### config.mk
export PLATFORM = sky130hd
export DESIGN_NAME = fetch_sequencer
export DESIGN_NICKNAME = d
export VERILOG_FILES = /design/src/rtl/fetch_pkg.sv /design/src/rtl/fetch_pc_next.sv /design/src/rtl/fetch_sequencer.sv
export SDC_FILE = /design/constraint.sdc
export NUM_CORES = 1
export LEC_CHECK = 0
export CAP_MARGIN = 25
export CORE_MARGIN = 2
export CORE_UTILIZATION = 47
export DETAILED_ROUTE_END_ITERATION = 12
export PLACE_DENSITY = 0.91
export SLEW_MARGIN = 20
export SYNTH_ARGS = -nofsm -noshare
export SYNTH_HDL_FRONTEND = slang
export SYNTH_SLANG_ARGS = --single-unit
### constraint.sdc
create_clock -name clk -period 4.5 [get_ports clk]
set_clock_uncertainty 0.2 [all_clocks]
set_input_delay 1.35 -clock clk [delete_from_list [all_inputs] [get_ports clk]]
set_output_delay 1.35 -clock clk [all_outputs]
set_load 0.01 [all_outputs]
### src/rtl/fetch_pkg.sv
`default_nettype none
// +----------------------------------------------------------------------+
// | fetch_pkg : shared types and constants for the fetch sequencer        |
// | Revision  : 1.0                                                       |
// +----------------------------------------------------------------------+
package fetch_pkg;
   localparam int              XLEN      = 32;
   localparam logic [XLEN-1:0] INST_STEP = 32'd4;

   typedef enum logic [1:0] {
      IDLE = 2'd0,
      REQ  = 2'd1,
      WAIT = 2'd2,
      HOLD = 2'd3
   } fetch_state_t;
endpackage
`default_nettype wire

### src/rtl/fetch_pc_next.sv
`default_nettype none
// +----------------------------------------------------------------------+
// | fetch_pc_next : next fetch PC select (hold / +4 / redirect / trap)    |
// | Option        : FETCH_MISALIGN_TRAP_EN                                |
// | Revision      : 1.0                                                   |
// +----------------------------------------------------------------------+
module fetch_pc_next
   import fetch_pkg::*;
#(
   parameter logic [XLEN-1:0] TRAP_VEC = 32'h0000_0100
) (
   input  logic [XLEN-1:0] i_fetch_pc,
   input  logic            i_advance,
   input  logic            i_redirect_valid,
   input  logic [XLEN-1:0] i_redirect_target,
   output logic [XLEN-1:0] o_pc_next,
   output logic            o_trap
);
`ifdef FETCH_MISALIGN_TRAP_EN
   logic w_misaligned;
   assign w_misaligned = |i_redirect_target[1:0];
   assign o_trap       = i_redirect_valid && w_misaligned;

   always_comb begin
      o_pc_next = i_fetch_pc;
      if (i_redirect_valid) begin
         o_pc_next = w_misaligned ? TRAP_VEC : i_redirect_target;
      end else if (i_advance) begin
         o_pc_next = i_fetch_pc + INST_STEP;
      end
   end
`else
   // Without trapping, low target bits are simply dropped.
   logic w_unused_bits;
   assign w_unused_bits = ^{TRAP_VEC, i_redirect_target[1:0]};
   assign o_trap        = 1'b0;

   always_comb begin
      o_pc_next = i_fetch_pc;
      if (i_redirect_valid) begin
         o_pc_next = {i_redirect_target[XLEN-1:2], 2'b00};
      end else if (i_advance) begin
         o_pc_next = i_fetch_pc + INST_STEP;
      end
   end
`endif
endmodule
`default_nettype wire

### src/rtl/fetch_sequencer.sv
`default_nettype none
// +----------------------------------------------------------------------+
// | fetch_sequencer : PC register and single-outstanding imem fetch FSM   |
// | Option          : FETCH_MISALIGN_TRAP_EN                              |
// | Revision        : 1.0                                                 |
// +----------------------------------------------------------------------+
module fetch_sequencer
   import fetch_pkg::*;
#(
   parameter logic [XLEN-1:0] RESET_PC = 32'h0000_0000,
   parameter logic [XLEN-1:0] TRAP_VEC = 32'h0000_0100
) (
   input  logic            clk,
   input  logic            reset_n,
   input  logic            redirect_valid,
   input  logic [XLEN-1:0] redirect_target,
   input  logic            stall,
   output logic            imem_req_valid,
   output logic [XLEN-1:0] imem_req_addr,
   input  logic            imem_req_ready,
   input  logic            imem_resp_valid,
   input  logic [XLEN-1:0] imem_resp_data,
   output logic            inst_valid,
   output logic [XLEN-1:0] inst_data,
   output logic [XLEN-1:0] inst_pc,
   output logic            misalign_trap
);
   fetch_state_t    r_state, w_state_next;
   logic [XLEN-1:0] r_fetch_pc, w_pc_next;
   logic            r_kill, w_kill_next;
   logic            r_req_valid, r_inst_valid;
   logic [XLEN-1:0] r_inst_data, r_inst_pc;
   logic            w_capture, w_advance, w_trap;

   fetch_pc_next #(.TRAP_VEC(TRAP_VEC)) u_pc_next (
      .i_fetch_pc        (r_fetch_pc),
      .i_advance         (w_advance),
      .i_redirect_valid  (redirect_valid),
      .i_redirect_target (redirect_target),
      .o_pc_next         (w_pc_next),
      .o_trap            (w_trap)
   );

   always_ff @(posedge clk or negedge reset_n) begin
      if (!reset_n) r_state <= IDLE;
      else          r_state <= w_state_next;
   end

   always_comb begin
      w_state_next = r_state;
      w_kill_next  = r_kill;
      w_capture    = 1'b0;
      w_advance    = 1'b0;
      case (r_state)
         IDLE: w_state_next = REQ;
         REQ: begin
            // A redirect coinciding with acceptance must kill that response.
            if (imem_req_ready) begin
               w_state_next = WAIT;
               w_kill_next  = redirect_valid;
            end
         end
         WAIT: begin
            if (imem_resp_valid) begin
               w_kill_next = 1'b0;
               if (redirect_valid || r_kill) begin
                  w_state_next = REQ;
               end else begin
                  w_state_next = HOLD;
                  w_capture    = 1'b1;
               end
            end else if (redirect_valid) begin
               w_kill_next = 1'b1;
            end
         end
         HOLD: begin
            if (redirect_valid) begin
               w_state_next = REQ;
            end else if (!stall) begin
               w_state_next = REQ;
               w_advance    = 1'b1;
            end
         end
         default: w_state_next = IDLE;
      endcase
   end

   always_ff @(posedge clk or negedge reset_n) begin
      if (!reset_n) begin
         r_fetch_pc   <= RESET_PC;
         r_kill       <= 1'b0;
         r_req_valid  <= 1'b0;
         r_inst_valid <= 1'b0;
         r_inst_data  <= '0;
         r_inst_pc    <= '0;
      end else begin
         r_fetch_pc   <= w_pc_next;
         r_kill       <= w_kill_next;
         r_req_valid  <= (w_state_next == REQ);
         r_inst_valid <= (w_state_next == HOLD);
         if (w_capture) begin
            r_inst_data <= imem_resp_data;
            r_inst_pc   <= r_fetch_pc;
         end
      end
   end

`ifdef FETCH_MISALIGN_TRAP_EN
   logic r_trap;
   always_ff @(posedge clk or negedge reset_n) begin
      if (!reset_n) r_trap <= 1'b0;
      else          r_trap <= w_trap;
   end
   assign misalign_trap = r_trap;
`else
   logic w_unused_trap;
   assign w_unused_trap = w_trap;
   assign misalign_trap = 1'b0;
`endif

   assign imem_req_valid = r_req_valid;
   assign imem_req_addr  = r_fetch_pc;
   assign inst_valid     = r_inst_valid;
   assign inst_data      = r_inst_data;
   assign inst_pc        = r_inst_pc;
endmodule
`default_nettype wire
# --- After elaboration in Yosys (flattened, before gate mapping) ---
# Cells that the tools add are included.
totals:
  register_bits: 101
  in_bits: 70
  out_inout_bits: 99
  word_cells: 38
op_classes:
  n_mux: 18
  n_eq_ne: 7
  reduce_logical: 5
  add_sub_neg: 1
op_table:
  columns: ["operator", "count"]
  rows:
  - ["$mux 32", 2]
  - ["$add 32x3->32 const B", 1]
  - ["$mux 2", 5]
  - ["$mux 1", 9]
  - ["$pmux 2 s4", 1]
  - ["$eq 2x2->1 const B", 3]
  - ["$eq 2x1->1 const B", 2]
  - ["$reduce_bool 2->1", 2]
  - ["$ne 3x3->1 const B", 1]
  - ["$reduce_and 3->1", 1]
  - ["$logic_not 2->1", 1]
  - ["$ne 2x2->1 const B", 1]
  - ["$pmux 1 s2", 1]
  - ["$logic_or 1x1->1", 1]

# --- Logic depth before layout (Yosys ltp) ---
logic_depth:
  ltp_word: 5
  depth_mapped: 7
  mapped_depth_nobuf: 5

# --- Modules after synthesis ---
# Synthesis repeated with hierarchy kept, for this count alone.
hier_totals:
  cells_unflattened: 368
  hier_area_um2: 4769.6
by_module_without_submodules:
  columns: ["module", "instances", "cells_per_inst", "area_each_um2", "seq_area_each_um2"]
  rows:
  - ["fetch_sequencer", 1, 189, 3709.8, 2527.4]
  - ["fetch_pc_next", 1, 179, 1059.8, 0.0]

# --- Least setup slack after synthesis ---
# No wires, ideal clock.
synth_timing:
  path_kind: "input port to flip-flop"
  startpoint: "input port stall"
  endpoint: "register r_fetch_pc[31] (netlist: imem_req_addr[31])"
  setup_slack_ns: 1.463
  path_buffers: 1
  cell_stages: 5
  arrival_time_ns: 2.755
  setup_time_ns: 0.082
  path_cell_list: "nand4b_1 > or4_1 > buf_2 > or4_1 > a31oi_1"
synth_via:
  elab_chain_len: 4
synth_lines:
  columns: ["element", "line_no", "source"]
  rows:
  - ["from (decl)", "fetch_sequencer.sv:17", "input logic stall,"]
  - ["$mux 1", "fetch_sequencer.sv:79", "end else if (!stall) begin"]
  - ["$mux 1", "fetch_sequencer.sv:77", "if (redirect_valid) begin"]
  - ["$mux 1", "fetch_sequencer.sv:54", "case (r_state)"]
  - ["$reduce_bool 2->1 (no line)", null, null]
  - ["to (signal assigned)", "fetch_sequencer.sv:97", "r_fetch_pc <= w_pc_next;"]
  - ["to (decl)", "fetch_sequencer.sv:29", "logic [XLEN-1:0] r_fetch_pc, w_pc_next;"]
# Every way passes these cells.
# A chain may end at the register's enable or synchronous reset.

# --- Worst setup path after layout ---
# Same ends and word-level chain as after synthesis.

==> results.md <==
- WP data required: 4.58 ns
- CORE AREA: 0.00876 mm²
- Worst-skew pair later-pin latency: 0.36 ns
- Clock buffer count from CTS: 9
- Worst setup EP type: flip-flop
- First drt pass iteration count: 4
- Die area: 0.00982 mm²
- Final-report hold violation count: 0
- Synth Flop Type: dfrtp_1
- Routed Antenna Nets: 0
- CP arrival: 3.62 ns
- P&R area growth vs syn: 44.9%
- Synth Cell Area: approximately 0.0043 mm²
- Vias post-DR: approximately 3400
- Die height: about 99 µm
- Worst path slowest cell: or4_1
- Final-report setup violation count: 0
- Die W: 99.1 µm
- WL per Instance: roughly 17 µm
- Grt met2 use: a little over a third
- Vias per cell: about 5.4
- Slew headroom: roughly 39%
- Share of cells above drive strength 1: about 16%
- Reg area: approximately 0.0024 mm²
- Crit path largest cell delay: 0.83 ns
- Worst Hold Class: reg2reg
- Status: complete, no violations
- CP top delay family: simple AND/OR/NAND/NOR gates
- Synthesized flop and latch total: 97
- Period utilization: 78.7%
- Minimum clock period: 3.54 ns
- TritonCTS clock tree: built
- Number of global-route vias before repair: roughly 3400
- Setup repair bufs after CTS: 0
- Post-DP HPWL: 7500 µm
- Met1 Use GR: 27.5%
- Max Cap Viol: 0
- Setup CP Type: in2reg
- Initial Util: 48.5%
- Area leader, netlist: dfrtp_1
- Post-synth ARST share: 100%
- # hold bufs at CTS: 0
- Final instance area: 0.00616 mm²
- I/O Buffers: 161
- Initial antenna violation count: 0
- Most used cell, CP: or4_1
- Pin count of the biggest net entering global routing: 78
- Number of enable flip-flop cells after synthesis: 0
- Yosys cell types: 33
- Cell Pwr Density: just over 500 mW/mm²
- # IOs: 169
- Fillers: just over 600
- DR iter-0 viols: between 100 and 150
- RSZ-0062 raised after global routing: no
- WL final: 10400 µm
- Commonest cells in the netlist: dfrtp_1 (97), mux2_2 (62), nand2_1 (23), o21ai_0 (23), nor2_1 (21)
- H-tree levels: 3
- Syn Inst Count: 360
- Tightest Pin Transition: 0.921 ns
- Final Max Tran Viols: 0
- FP Rows: 34
- Clock sinks: between 90 and 100
- First-pass GRT wire length: 16800 µm
- Clock tree buffer depth: 2
- Syn. warnings: 0
- # DRC: 0
- Root buffer cell: clkbuf_8
- Global route overflow: 0
- Synth top area cells: dfrtp_1 (57%), mux2_2 (16%), o21ai_0 (2.7%), a31oi_1 (2.5%), xnor2_1 (2.1%)
- Peak VDD IR: 0.000324 V
- Final net count: 584
- Post-cts sizing count: 0
- Final TNS setup: 0 ns
- Post-synthesis sequential area ratio: approximately 57%
- Cell with the most instances after synthesis: dfrtp_1
- Total GRT Usage: around a fifth
- Crit path buffers/inverters: 1
- Top cell type's share of synthesized area: a little under three fifths
- CP startpoint kind: input pin
- Worst-path clk slew: roughly 0.09 ns
- Grt met3 use: 5.13%
- Critical path, cell by cell: clkdlybuf4s50_1 -> nand4b_1 -> or4_1 -> or4_1 -> a31oi_1
- GPL Wtd Cong: 0.784
- Achievable clock frequency: 0.282 GHz
- Placed Area: 0.00592 mm²
- Synthesized area per cell: 11.8 µm²
- Antenna diode count: 0
- CP Max Fanout: 17
- LEAKAGE: ~2.6 nW
- Multi-input combinational cell area: between 0.0015 and 0.002 mm²
- Grt peak-use layer: met2
==> cell usage in the layout, fill, tap and decap left out, drive strengths merged, types with 2 or more instances in the layout <==
cell type	instances
or4	11
conb	5
nand4b	3
inv	10
mux2	62
nor4	4
xor2	3
o31ai	8
and3	2
a31oi	17
or3	11
bufinv	2
clkbuf	10
dfrtp	97
a21oi	2
clkinv	3
nor2	21
buf	6
o21ai	23
nand2	23
clkdlybuf4s50	160
nand4	8
nor3	3
nand3	8
xnor2	10
==> metrics by stage <==
step | power, mW | instances | hold slack, ns | util, % | setup slack [ns]
3_5_place_dp | 2.54 | 609 | 0.295 | 67.5 | 0.616
3_3_place_gp | 2.48 | 609 | 0.288 | 67.5 | 0.653
2_1_floorplan | 1.81 | 364 | 0.351 | - | 1.46
4_1_cts | 3.16 | 625 | 0.317 | 70.0 | 0.990
6_report | 3.13 | 626 | 0.311 | 70.3 | 0.957
5_1_grt | 3.31 | 626 | 0.330 | 70.3 | 0.888
==> per-layer routing <==
metal / routed length [µm] / vias up
li1: - / 1591
met1: 4360 / 1642
met2: 5280 / 123
met3: 667 / 8
met4: 67 / 0
met5: 0 / -
==> worst paths after layout <==
check | from | to | slack, ns | depth (start not counted)
setup / recovery | stall | imem_req_addr[31]$_DFFE_PN0P_ | 0.96 | 5
hold / removal | inst_data[29]$_DFFE_PN0P_ | inst_data[29]$_DFFE_PN0P_ | 0.31 | 1
setup reg to reg | imem_req_addr[4]$_DFFE_PN0P_ | imem_req_addr[24]$_DFFE_PN0P_ | 1.95 | 4
hold reg to reg | inst_data[29]$_DFFE_PN0P_ | inst_data[29]$_DFFE_PN0P_ | 0.31 | 1
max in group asynchronous | reset_n | inst_data[11]$_DFFE_PN0P_ | 2.49 | 3
min in group asynchronous | reset_n | inst_pc[19]$_DFFE_PN0P_ | 0.68 | 1
==> power breakdown <==
part	internal, mW	switching [mW]
logic	0.743	0.419
clock network	0.317	0.304
registers	1.16	0.192
total	2.22	0.916
==> sequential cells by signal (all words and copies together) (netlist names) <==
signal / count
r_state: 2
inst_valid: 1
imem_req_addr: 30
r_kill: 1
inst_data: 32
inst_pc: 30
imem_req_valid: 1
==> layout make-up <==
type                            instances  share of cell area (%)
Sequential cell                        97                    39.4
Timing Repair Buffer                  166                    27.2
Multi-Input combinational cell        230                    27.1
Tap cell                              108                    2.19
Clock buffer                           10                    2.07
Clock inverter                          6                    1.48
Inverter                                9                   0.548
==> logic make-up (layout without fill, tap and decap cells) <==
group / Yosys count / count (layout) / synth area share (%)
AO/OA/AOI/OAI: 51 / 51 / 7.09
XOR/XNOR: 13 / 13 / 2.68
adder cells (fa/ha/maj): 1 / 1 / 0.294
buffers and inverters: 37 / 191 / 4.06
flip-flops: 97 / 97 / 57.1
multiplexers: 63 / 63 / 16.7
other: 1 / 5 / 0.0882
AND/OR/NAND/NOR: 97 / 97 / 12.0
Note: power is estimated with default switching activity, not from simulation.
